File: src/rtl/clock_divider_prog.sv
// Multi-channel programmable clock divider: each channel produces a 50%-duty divided
// clock and a one-cycle tick, with divisor updates deferred to the next wrap.
module clock_divider_prog #(
    parameter int          CNT_W       = 27,
    parameter int          NUM_CH      = 2,
    parameter int unsigned DEFAULT_DIV = 50_000_000,
    localparam int         SEL_W       = (NUM_CH > 1) ? $clog2(NUM_CH) : 1
) (
    input  logic              in_clk,
    input  logic              rst_n,
    input  logic [NUM_CH-1:0] en,
    input  logic              div_we,
    input  logic [SEL_W-1:0]  div_sel,
    input  logic [CNT_W-1:0]  div_data,
    output logic [NUM_CH-1:0] out_clk,
    output logic [NUM_CH-1:0] tick,
    output logic [NUM_CH-1:0] pending
);

    localparam logic [CNT_W-1:0] DIV_RST = CNT_W'(DEFAULT_DIV);

    for (genvar ch = 0; ch < NUM_CH; ch++) begin : g_ch
        localparam logic [SEL_W-1:0] CH_IDX = SEL_W'(ch);

        logic [CNT_W-1:0] count;
        logic [CNT_W-1:0] active_div;
        logic [CNT_W-1:0] shadow_div;
        logic             out_r;
        logic             tick_r;
        logic             pend_r;
        logic             wr_hit;
        logic             wrap;

        // Out-of-range selects never match any channel index, so they are dropped here.
        assign wr_hit = div_we && (div_sel == CH_IDX);
        assign wrap   = (count == active_div);

        always_ff @(posedge in_clk or negedge rst_n) begin
            if (!rst_n) begin
                count      <= '0;
                active_div <= DIV_RST;
                shadow_div <= DIV_RST;
                out_r      <= 1'b0;
                tick_r     <= 1'b0;
                pend_r     <= 1'b0;
            end else if (!en[ch]) begin
                // Idle channel: a pending divisor can be adopted without any glitch risk.
                count  <= '0;
                out_r  <= 1'b0;
                tick_r <= 1'b0;
                if (wr_hit) begin
                    shadow_div <= div_data;
                    pend_r     <= 1'b1;
                end else if (pend_r) begin
                    active_div <= shadow_div;
                    pend_r     <= 1'b0;
                end
            end else if (wrap) begin
                count  <= '0;
                tick_r <= 1'b1;
                out_r  <= ~out_r;
                if (wr_hit) begin
                    active_div <= div_data;
                    shadow_div <= div_data;
                    pend_r     <= 1'b0;
                end else if (pend_r) begin
                    active_div <= shadow_div;
                    pend_r     <= 1'b0;
                end
            end else begin
                // count < active_div here, so the increment cannot overflow.
                count  <= count + CNT_W'(1);
                tick_r <= 1'b0;
                if (wr_hit) begin
                    shadow_div <= div_data;
                    pend_r     <= 1'b1;
                end
            end
        end

        assign out_clk[ch] = out_r;
        assign tick[ch]    = tick_r;
        assign pending[ch] = pend_r;
    end

endmodule

File: config.mk
export PLATFORM = sky130hd
export DESIGN_NAME = clock_divider_prog
export DESIGN_NICKNAME = d
export VERILOG_FILES = /design/src/rtl/clock_divider_prog.sv
export SDC_FILE = /design/constraint.sdc
export NUM_CORES = 1
export LEC_CHECK = 0
export ABC_AREA = 1
export CORE_AREA = 2 2 131 133
export DETAILED_ROUTE_END_ITERATION = 8
export DIE_AREA = 0 0 133 135
export PLACE_DENSITY = 0.74
export SYNTH_ARGS = -nofsm -noshare
export SYNTH_HDL_FRONTEND = slang
export SYNTH_SLANG_ARGS = --single-unit
File: constraint.sdc
create_clock -name in_clk -period 1.95 [get_ports in_clk]
set_clock_uncertainty 0.05 [all_clocks]
set_input_delay 0.2925 -clock in_clk [delete_from_list [all_inputs] [get_ports in_clk]]
set_output_delay 0.2925 -clock in_clk [all_outputs]
set_load 0.005 [all_outputs]
Word-level counts from Yosys, hierarchy flattened
Cells that the tools add are included.

cells by class
  $add $sub $neg = 2
  eq/ne operators = 8
  multiplexer cells = 30
  bitwise gates (word level) = 3
  reductions and logical operators = 4

operators with widths
  kind                   number
  $mux 27                14
  $add 27x1->27 const B  2
  $eq 27x27->1           2
  $mux 1                 16
  $ne 3x1->1 const B     2
  $ne 2x1->1 const B     2
  $ne 2x2->1 const B     2
  $reduce_and 2->1       2
  $not 1->1              3
  $logic_and 1x1->1      2

storage, ports and cells
  flip-flop bits (word level) = 168

Depth between registers and ports, before layout
Gate-level depths: netlist of run 1.

  depth after elaboration = 5
  depth in mapped cells = 12
  depth with buffers taken out = 11

Worst setup path before layout of run 1
No wires, ideal clock.

  path kind = reg2reg
  start = register g_ch[0].active_div[23]
  end = register g_ch[0].active_div[0]
  arrival time = 1,446 ps
  data required time = 1,782 ps
  slack = 336 ps
  stages on the path, launching flop included = 11
  buffers on the path = 2
  cell sequence = dfstp_2 > xnor2_1 > nand2_1 > nor2_1 > nand2_1 > nor2_1 > nand3_1 > buf_4 > buf_6 > nand3_1 > nand2_1

on the way
  longest elaborated chain between the ends = 3

ends and longest elaborated chain
  element                     line  RTL
  start, declared             26    logic [CNT_W-1:0] active_div;
  start signal, assigned      55    active_div <= shadow_div;
  start signal, assigned      63    active_div <= div_data;
  start signal, assigned      67    active_div <= shadow_div;
  $eq 27x27->1                36    assign wrap = (count == active_div);
  $ne 2x1->1 (no line)        --
  $reduce_and 2->1 (no line)  --

Every way passes these cells.
A chain may end at the register's enable or synchronous reset.

Final worst setup path of run 1
  start = register g_ch[1].active_div[21]
  end = register g_ch[1].active_div[6]

on the way
  longest elaborated chain between the ends = 3

ends and longest elaborated chain
  element                     line
  start, declared             26
  start signal, assigned      55
  start signal, assigned      63
  start signal, assigned      67
  $eq 27x27->1                36
  $ne 2x1->1 (no line)        --
  $reduce_and 2->1 (no line)  --

Every way passes these cells.

==> results.sh, run 1 <==
export IMPL_ir_worst_vdd_v=0.000833
export IMPL_finalCritPeriodShare=0.941
export IMPL_crit_fanout=20
export IMPL_drive_gt1_frac=0.114
export IMPL_h_tree_depth=4
export IMPL_finalSetupViolations=0
export IMPL_pre_cts_ws_ns=0.102
export IMPL_finalWirelength_um=22900
export IMPL_rows=47
export IMPL_internal_power_mw=7.12
export IMPL_route_detailed_drc=0
export IMPL_combPwrFrac=0.173
export IMPL_slew_headroom=0.682
export IMPL_grtUsageTotal=0.273
export IMPL_gp_congestion=0.961
export IMPL_synth_fp_nets=1251
export IMPL_setup_tns_ns=0
export IMPL_switching_share=0.279
export IMPL_grt_start_max_net_pins=56
export IMPL_cts_num_sinks=168
export IMPL_p_sw_mw=2.76
export IMPL_coreArea_um2=16400
export IMPL_hold_class="input port to asynchronous set/reset pin"
export IMPL_rr_startpoint="g_ch[1].active_div[21]"
export IMPL_dieArea_um2=18000
export IMPL_drv_cap=0
export IMPL_synth_async_reset_ratio=1.00
export IMPL_clk_latency_ns=0.42
export IMPL_path_class="flop to flop"
export IMPL_ios=39
export IMPL_start_util=0.572
export IMPL_cpPeakStageDelay_ns=0.57
export IMPL_grt_pass1_vias=7847
export IMPL_yosysWarnings=0
export IMPL_cts_root_buf="clkbuf_16"
export IMPL_seqPwrFrac=0.449
export IMPL_power_mw=9.88
export IMPL_tightest_slew_ns=0.477
export IMPL_outcome="finished, final reports clean"
export IMPL_post_drt_wl_per_cell_um=15.5
export IMPL_critPathCaptureType="flop"
export IMPL_drv_slew=0
export IMPL_fin_ws_ns=0.115
export IMPL_crit_slowest_cell="dfstp_2"
export IMPL_dp_hpwl_um=16000
export IMPL_cp_data_arrival_time_ns=2.14
export IMPL_antenna_found_initial=0
export IMPL_syn_avg_cell_area_um2=7.72
export IMPL_cts_clk_slew_worst_paths_ns=0.07
export IMPL_finalCriticalPeriod_ns=1.83
export IMPL_yosysSeqAreaShare=0.454
export IMPL_startpoint_type="flop"
export IMPL_layout_nets=1283
export IMPL_pwr_share_clk=0.378
export IMPL_critical_path_required_ns=2.26
export IMPL_global_route_overflow_total=0
export IMPL_areaGrowthSynthToFinish_pct=15.6
export IMPL_dr_pass1_iters=5
export IMPL_via_per_inst=5.40
export IMPL_total_leakage_power_nw=4.92
export IMPL_cpMostUsedCell="nand2_1"
export IMPL_drt_iter0_drc=637
export IMPL_synth_cells=1216
export IMPL_path_cells="xnor2_1 > nand2_1 > nor2_1 > nand2_1 > nor2_2 > nand2_2 > nand2_4 > buf_12 > nand3_1 > nand2_1"
export IMPL_worstRegToRegCells=10
export IMPL_antenna_cells=0
export IMPL_hold_viol_final=0
export IMPL_startpoint="g_ch[1].active_div[21]"
export IMPL_synth_cell_area_um2=9390
export IMPL_cts_tree="built"
export IMPL_p_per_area_nw_per_um2=911
export IMPL_final_antenna_net_count=0
export IMPL_grt_pass1_wl_um=39300
export IMPL_cts_inserted_buffers=17
export IMPL_die_y_um=135
export IMPL_synth_flop_cell="dfrtp_1"
export IMPL_yosysUniqueCellTypes=34
export IMPL_max_freq_mhz=545
export IMPL_die_w_um=133
export IMPL_ys_ff_latch=168
export IMPL_clockBufferDepth=2
export IMPL_port_buffers=38
export IMPL_num_vias=7995
export IMPL_synth_edff_count=0
## cells in the final DEF, fill, tap and decap left out, types with 6 or more instances in the layout
cell | netlist | routed
a21oi_1 | 67 | 67
buf_12 | 0 | 15
buf_4 | 12 | 22
clkbuf_16 | 0 | 17
clkdlybuf4s50_1 | 0 | 37
dfrtp_1 | 120 | 120
dfstp_2 | 48 | 48
inv_1 | 104 | 104
mux2i_1 | 36 | 36
nand2_1 | 266 | 266
nand2_2 | 6 | 6
nand3_1 | 151 | 150
nand4_1 | 8 | 8
nor2_1 | 163 | 158
nor2_2 | 9 | 12
nor3_1 | 23 | 23
o21ai_0 | 67 | 67
xnor2_1 | 43 | 43
xor2_1 | 24 | 24
## worst max-delay path: cells and delay by family, from the launching register on
family	cells	cell delay [ns]
XOR/XNOR	1	0.12
buffers and inverters	1	0.17
flip-flops	1	0.57
AND/OR/NAND/NOR	8	0.86
## what timing repair did
item	CTS	global route
hold buffers	1	0
endpoints found under the setup margin	0	24
endpoints found under the hold margin	29	0
resized for setup	0	6
buffers inserted	0	0
## cells by family (layout without fill, tap and decap cells)
family          count (synthesis)  after routing  share of synthesized area
simple gates                  635            635                      0.289
buf+inv                       171            216                     0.0795
flops                         168            168                      0.454
compound gates                137            137                     0.0736
xor+xnor                       67             67                     0.0625
mux                            36             36                     0.0384
fa+ha+maj                       2              2                    0.00266
## area by class of cell
| class | instances | area [µm²] |
|---|---|---|
| timing repair buffer | 76 | 857 |
| inverter | 108 | 405 |
| multi-input combinational | 877 | 4410 |
| clock inverter | 12 | 198 |
| sequential | 168 | 4260 |
| clock buffer | 20 | 447 |
| tap | 220 | 275 |
| fill | 1403 | 5550 |
## through the flow
stage | util | std cells | hold WS [ns] | cell area (µm²)
after floorplan | - | 1216 | -0.0531 | 9390
after CTS | 0.660 | 1481 | 0.280 | 10800
after detailed placement | 0.620 | 1448 | 0.152 | 10200
after global placement | 0.620 | 1448 | 0.156 | 10200
after global routing | 0.661 | 1481 | 0.290 | 10900
final | 0.661 | 1481 | 0.274 | 10900
## cells in the mapped netlist (2+ instances only)
master,count,share of area
inv_1,104,0.042
nand2_4,2,0.0024
buf_2,17,0.0091
o21ai_0,67,0.036
nand4_1,8,0.0053
nand2_2,6,0.0040
dfstp_2,48,0.13
mux2i_1,36,0.038
xnor2_1,43,0.040
a21oi_1,67,0.036
buf_6,5,0.0060
nor3_1,23,0.012
xor2_1,24,0.022
clkbuf_1,28,0.011
nor2_2,9,0.0060
clkinv_1,2,0.00080
inv_2,2,0.00080
dfrtp_1,120,0.32
ha_1,2,0.0027
nand3_1,151,0.080
nor2_1,163,0.065
nand2_1,266,0.11
buf_4,12,0.0096
## sequential cells by signal, indices dropped and copies added (netlist names)
| name | cells |
|---|---|
| g_ch.pend_r | 2 |
| g_ch.count | 54 |
| g_ch.shadow_div | 54 |
| g_ch.out_r | 2 |
| g_ch.tick_r | 2 |
| g_ch.active_div | 54 |
## worst paths after layout
check                                   endpoint  slack [ns]
min in group in_clk        g_ch[1].shadow_div[3]        0.44
max reg2reg                g_ch[1].active_div[6]        0.12
min                        g_ch[1].shadow_div[0]        0.27
max in group asynchronous  g_ch[0].active_div[7]        0.94
min reg2reg                g_ch[1].shadow_div[3]        0.44
max                        g_ch[1].active_div[6]        0.12
## power groups by stage
stage / combinational [mW] / clock, mW / sequential [mW]
after floorplan: 1.25 / 0 / 4.35
after global routing: 1.98 / 3.92 / 4.50
after global placement: 1.64 / 0 / 4.46
after CTS: 1.72 / 3.78 / 4.43
final: 1.71 / 3.74 / 4.44
after detailed placement: 1.70 / 0 / 4.48
## per-layer routing
layer | track usage | vias up | share of wire
met5 | 0 | - | 0
met4 | 0.0956 | 0 | 0.027
met3 | 0.0450 | 44 | 0.038
met2 | 0.450 | 212 | 0.49
met1 | 0.367 | 3770 | 0.45
li1 | - | 3969 | -
(Power assumes the default switching activity.)
==> run 2: changes to the inputs <==
- CELL_PAD_IN_SITES_DETAIL_PLACEMENT: not set -> 1
- CELL_PAD_IN_SITES_GLOBAL_PLACEMENT: not set -> 1
- CORE_AREA: 2 2 131 133 -> 2 2 146 148
- DIE_AREA: 0 0 133 135 -> 0 0 148 150
- PLACE_DENSITY: 0.74 -> 0.79
==> run 2 against run 1 <==
Clock power is 9.4% lower. Register-to-register slack got worse by 0.04 ns. Largest cell class unchanged. Flip-flop and latch count did not move. Combinational power is 6% higher. Clock-buffer cell count down 1.
==> results.sh, run 2 (synthesis results as in run 1) <==
export IMPL_outcome="finished, final reports clean"
export IMPL_p_per_area_nw_per_um2=882
export IMPL_route_detailed_drc=0
export IMPL_cts_inserted_buffers=17
export IMPL_critPathCaptureType="flop"
export IMPL_dieArea_um2=22200
export IMPL_coreArea_um2=20700
export IMPL_pwr_share_clk=0.352
export IMPL_final_common_cell="nand2_1"
export IMPL_finalSetupViolations=0
export IMPL_reg2reg_slack_ns=0.07
export IMPL_startpoint_type="flop"
export IMPL_cts_num_sinks=168
export IMPL_start_util=0.454
export IMPL_final_area_um2=10900
export IMPL_fin_util=0.528
export IMPL_hold_class="input port to asynchronous set/reset pin"
export IMPL_multi_input_area_um2=4420
export IMPL_antenna_cells=0
export IMPL_drv_slew=0
export IMPL_tightest_slew_ns=0.511
export IMPL_cts_setup_buffers=0
export IMPL_hold_viol_final=0
export IMPL_finalWirelength_um=27500
export IMPL_crit_fanout=17
export IMPL_finalCriticalPeriod_ns=1.88
export IMPL_port_buffers=38
export IMPL_critical_path_required_ns=2.27
export IMPL_final_antenna_net_count=0
export IMPL_drt_iter0_drc=594
export IMPL_cp_data_arrival_time_ns=2.19
export IMPL_mostFrequentLayoutCells="nand2_1 (266), nor2_1 (160), nand3_1 (149), dfrtp_1 (119), inv_1 (102)"
export IMPL_cts_root_buf="clkbuf_16"
export IMPL_grt_start_max_net_pins=55
export IMPL_internal_power_mw=6.66
export IMPL_global_route_overflow_total=0
export IMPL_dr_pass1_iters=6
export IMPL_top_regs="g_ch.active_div (54), g_ch.count (54), g_ch.shadow_div (54)"
export IMPL_holdWs_ns=0.308
export IMPL_h_tree_depth=4
export IMPL_fillCellCount=2539
export IMPL_drv_cap=0
export IMPL_slew_headroom=0.659
export IMPL_post_drt_wl_per_cell_um=17.8
export IMPL_gp_congestion=0.851
export IMPL_cts_clk_slew_worst_paths_ns=0.07
export IMPL_die_w_um=148
export IMPL_via_per_inst=5.36
export IMPL_total_leakage_power_nw=4.93
export IMPL_areaGrowthSynthToFinish_pct=16.4
export IMPL_rr_startpoint="g_ch[0].active_div[21]"
export IMPL_die_y_um=150
export IMPL_switching_share=0.309
export IMPL_seqPwrFrac=0.460
export IMPL_seq_area_um2=4270
export IMPL_clk_latency_ns=0.44
export IMPL_combPwrFrac=0.188
export IMPL_ir_worst_vdd_v=0.000559
export IMPL_rows=53
export IMPL_p_sw_mw=2.98
export IMPL_grtUsageTotal=0.261
export IMPL_clockBufferDepth=2
export IMPL_drive_gt1_frac=0.122
export IMPL_antenna_found_initial=0
export IMPL_num_vias=8253
export IMPL_worstRegToRegCells=10
export IMPL_r2r_end="g_ch[0].active_div[10]"
export IMPL_finalCritPeriodShare=0.963
export IMPL_max_freq_mhz=532
export IMPL_grt_pass1_vias=8715
export IMPL_setup_tns_ns=0
export IMPL_cts_tree="built"
export IMPL_layout_nets=1288
export IMPL_grt_pass1_wl_um=45700
export IMPL_dp_hpwl_um=19100
export IMPL_ios=39
export IMPL_path_class="flop to flop"
export IMPL_detailed_place_area_um2=10300
==> run 2: changes by cell type in the layout (fill, tap and decap cells not counted), moves of 2 or more <==
cell and change:
buf_4 +3, inv_2 +2, inv_1 -2, nor2_2 -4
clkbuf_1 -2, inv_6 +4, bufinv_16 -4, clkinv_2 +2
nor2_4 +2, nor2_1 +2
==> run 2: how the worst max path moves through the flow <==
stage	slack, ns	depth (start not counted)	from	end
finish	0.07	10	g_ch[0].active_div[21]	g_ch[0].active_div[10]
global route	-0.03	11	g_ch[0].active_div[19]	g_ch[0].active_div[11]
CTS	0.04	11	g_ch[0].active_div[20]	g_ch[0].active_div[11]
detailed placement	0.06	9	div_sel	g_ch[1].active_div[6]
global placement	0.11	9	div_we	g_ch[0].active_div[0]
floorplan	0.34	10	g_ch[0].active_div[23]	g_ch[0].active_div[0]
==> run 2: power by group through the flow <==
stage / Combinational [mW] / Sequential [mW] / Clock [mW]
after floorplan: 1.25 / 4.35 / 0
after global placement: 1.68 / 4.46 / 0
after detailed placement: 1.78 / 4.48 / 0
after CTS: 1.82 / 4.43 / 3.46
after global routing: 2.07 / 4.50 / 3.59
final: 1.81 / 4.44 / 3.39
==> run 2: per-layer routing <==
| layer | vias up | share of wire | GRT usage |
|---|---|---|---|
| met3 | 43 | 0.018 | 0.0372 |
| li1 | 3975 | - | - |
| met2 | 97 | 0.51 | 0.453 |
| met4 | 0 | 0.024 | 0.0824 |
| met5 | - | 0 | 0 |
| met1 | 4138 | 0.45 | 0.337 |
==> run 2: what timing repair did <==
| item | CTS | global route |
|---|---|---|
| resized for setup | 1 | 9 |
| gates cloned | 0 | 1 |
| pin swaps | 0 | 1 |
| hold buffers | 1 | 0 |
| hold endpoints to repair | 36 | 0 |
| setup endpoints to repair | 1 | 56 |
==> run 2: stage by stage <==
stage / cells / worst slack, ns / power [mW]
after floorplan: 1216 / 0.336 / 5.60
after global placement: 1507 / 0.111 / 6.15
after detailed placement: 1507 / 0.0597 / 6.26
after CTS: 1540 / 0.0381 / 9.71
after global routing: 1541 / -0.0308 / 10.2
final: 1541 / 0.0713 / 9.64
==> run 2: critical path, cell delays in order, from the launching register on <==
cell	delay [ns]
dfstp_2	0.57
xnor2_1	0.12
nand2_1	0.08
nor2_1	0.17
nand2_1	0.11
nor2_4	0.14
nand2_2	0.10
nand2_4	0.13
buf_12	0.16
nand3_1	0.08
nand2_1	0.09
==> run 2: layout make-up <==
| type | count | share of cell area |
|---|---|---|
| timing repair buffer | 81 | 0.0846 |
| multi-input combinational | 877 | 0.404 |
| clock inverter | 13 | 0.0108 |
| clock buffer | 19 | 0.0415 |
| tap | 275 | 0.0315 |
| inverter | 108 | 0.0371 |
| sequential | 168 | 0.390 |
==> run 3: changes to the inputs <==
- CTS_BUF_LIST: not set -> sky130_fd_sc_hd__clkbuf_16
- SKIP_CTS_REPAIR_TIMING: not set -> 1
==> run 3 against run 2 <==
Clock power decreased by 3%. Sequential share of layout area hardly changed. Register-to-register slack barely moved. Flip-flop and latch count unchanged. Total power is 0.93% lower. Non-clock buffer count grew 1. Hold slack gained 0.0040 ns. Fmax grew 0.74%. Combinational power about the same. Cell count hardly changed. Critical path depth grew 2. Global-route usage about the same. Highest routed layer unchanged.
==> results.sh, run 3 (synthesis results as in run 1) <==
export IMPL_outcome="finished, final reports clean"
export IMPL_p_per_area_nw_per_um2=874
export IMPL_cts_clk_slew_worst_paths_ns=0.07
export IMPL_worstSetupPathDepth=12
export IMPL_critical_path_required_ns=2.26
export IMPL_die_w_um=148
export IMPL_finalCritPeriodShare=0.956
export IMPL_via_per_inst=5.34
export IMPL_multi_input_area_um2=4410
export IMPL_dieArea_um2=22200
export IMPL_grtUsageTotal=0.260
export IMPL_crit_slowest_cell="dfrtp_1"
export IMPL_dp_hpwl_um=19100
export IMPL_tightest_slew_ns=0.516
export IMPL_coreArea_um2=20700
export IMPL_slew_headroom=0.656
export IMPL_path_class="flop to flop"
export IMPL_critPathCaptureType="flop"
export IMPL_max_freq_mhz=536
export IMPL_dr_pass1_iters=5
export IMPL_r2r_end="g_ch[0].active_div[10]"
export IMPL_startpoint_type="flop"
export IMPL_grt_pass1_vias=8713
export IMPL_num_vias=8240
export IMPL_rr_startpoint="g_ch[0].count[20]"
export IMPL_hold_class="input port to asynchronous set/reset pin"
export IMPL_cts_tree="built"
export IMPL_cts_root_buf="clkbuf_16"
export IMPL_finalSetupViolations=0
export IMPL_die_y_um=150
export IMPL_startpoint="g_ch[0].count[20]"
export IMPL_cts_inserted_buffers=17
export IMPL_grt_start_max_net_pins=55
export IMPL_areaGrowthSynthToFinish_pct=16.4
export IMPL_hold_viol_final=0
export IMPL_reg2reg_slack_ns=0.09
export IMPL_holdWs_ns=0.312
export IMPL_ir_worst_vdd_v=0.000559
export IMPL_mostFrequentLayoutCells="nand2_1 (265), nor2_1 (160), nand3_1 (149), dfrtp_1 (118), inv_1 (103)"
export IMPL_gr_usage_met3=0.0375
export IMPL_gp_congestion=0.851
export IMPL_total_leakage_power_nw=4.93
export IMPL_cp_endpoint="g_ch[0].active_div[10]"
export IMPL_cp_data_arrival_time_ns=2.18
export IMPL_cpMostUsedCell="nand2_1"
export IMPL_power_mw=9.55
export IMPL_drive_gt1_frac=0.122
export IMPL_finalCriticalPeriod_ns=1.86
export IMPL_setup_tns_ns=0
export IMPL_seq_area_um2=4270
export IMPL_route_detailed_drc=0
export IMPL_fin_util=0.528
export IMPL_top_regs="g_ch.active_div (54), g_ch.count (54), g_ch.shadow_div (54)"
export IMPL_h_tree_depth=4
export IMPL_global_route_overflow_total=0
export IMPL_drv_cap=0
export IMPL_antenna_found_initial=0
export IMPL_finalWirelength_um=27700
export IMPL_antenna_cells=0
export IMPL_use_met2=0.455
export IMPL_worstRegToRegCells=12
export IMPL_cpPeakStageDelay_ns=0.44
export IMPL_cts_num_sinks=168
export IMPL_path_cells="inv_2 > nand2_1 > nand2_2 > nand2_1 > nor2_1 > nand2_1 > nor2_2 > nand2_2 > nand2_4 > buf_12 > nand3_1 > nand2_1"
export IMPL_grt_busiest_layer="met2"
export IMPL_clockBufferDepth=2
export IMPL_crit_fanout=17
export IMPL_rows=53
export IMPL_layout_nets=1289
export IMPL_ios=39
export IMPL_drt_iter0_drc=513
export IMPL_rsz0062_at_grt="yes"
export IMPL_post_drt_wl_per_cell_um=17.9
export IMPL_final_common_cell="nand2_1"
export IMPL_grt_pass1_wl_um=45800
export IMPL_final_antenna_net_count=0
export IMPL_port_buffers=38
export IMPL_grtUsageMet1=0.336
export IMPL_cp_num_buf_inv=2
export IMPL_start_util=0.454
export IMPL_drv_slew=0
export IMPL_fillCellCount=2537
export IMPL_clk_latency_ns=0.43
export IMPL_path_delay_family="simple AND/OR/NAND/NOR gates"
## run 3: cell count changes in the layout (fill, tap and decap cells not counted), sizes merged
cell | before | now
clkbuf | 20 | 19
clkinv | 7 | 9
## run 3: where the power goes
| part | total [mW] | switching (mW) | internal (mW) |
|---|---|---|---|
| Combinational | 1.82 | 1.04 | 0.787 |
| Clock | 3.29 | 1.53 | 1.76 |
| Sequential | 4.44 | 0.394 | 4.04 |
## run 3: area by class of cell
class	count	area share
tap	275	0.0315
inverter	108	0.0371
multi-input combinational	877	0.404
timing repair buffer	82	0.0869
clock buffer	17	0.0389
clock inverter	15	0.0114
sequential	168	0.390
## run 3: stage by stage
step,worst slack [ns],cell area (µm²),std cells
floorplan,0.336,9390,1216
global placement,0.111,10300,1507
detailed placement,0.0597,10300,1507
CTS,-0.00350,10800,1539
global route,-0.0376,10900,1542
finish,0.0850,10900,1542
## run 3: routing by layer
layer,up-vias,share of wire
li1,3978,-
met1,4129,0.45
met2,97,0.51
met3,36,0.020
met4,0,0.021
met5,-,0
## run 3: worst min-delay path by stage
stage / start / cells after the start / to
5_1_grt: rst_n / 2 / g_ch[1].count[2]
3_3_place_gp: rst_n / 1 / g_ch[1].count[2]
4_1_cts: rst_n / 1 / g_ch[1].count[9]
6_report: rst_n / 2 / g_ch[1].count[2]
3_5_place_dp: rst_n / 1 / g_ch[1].count[2]
2_1_floorplan: rst_n / 0 / g_ch[0].active_div[0]
## run 3: worst reg2reg max path, delay by kind of cell (launching register included)
kind                   cells  cell delay [ns]
and+or+nand+nor           10             1.02
DFF                        1             0.44
buffers and inverters      2             0.29
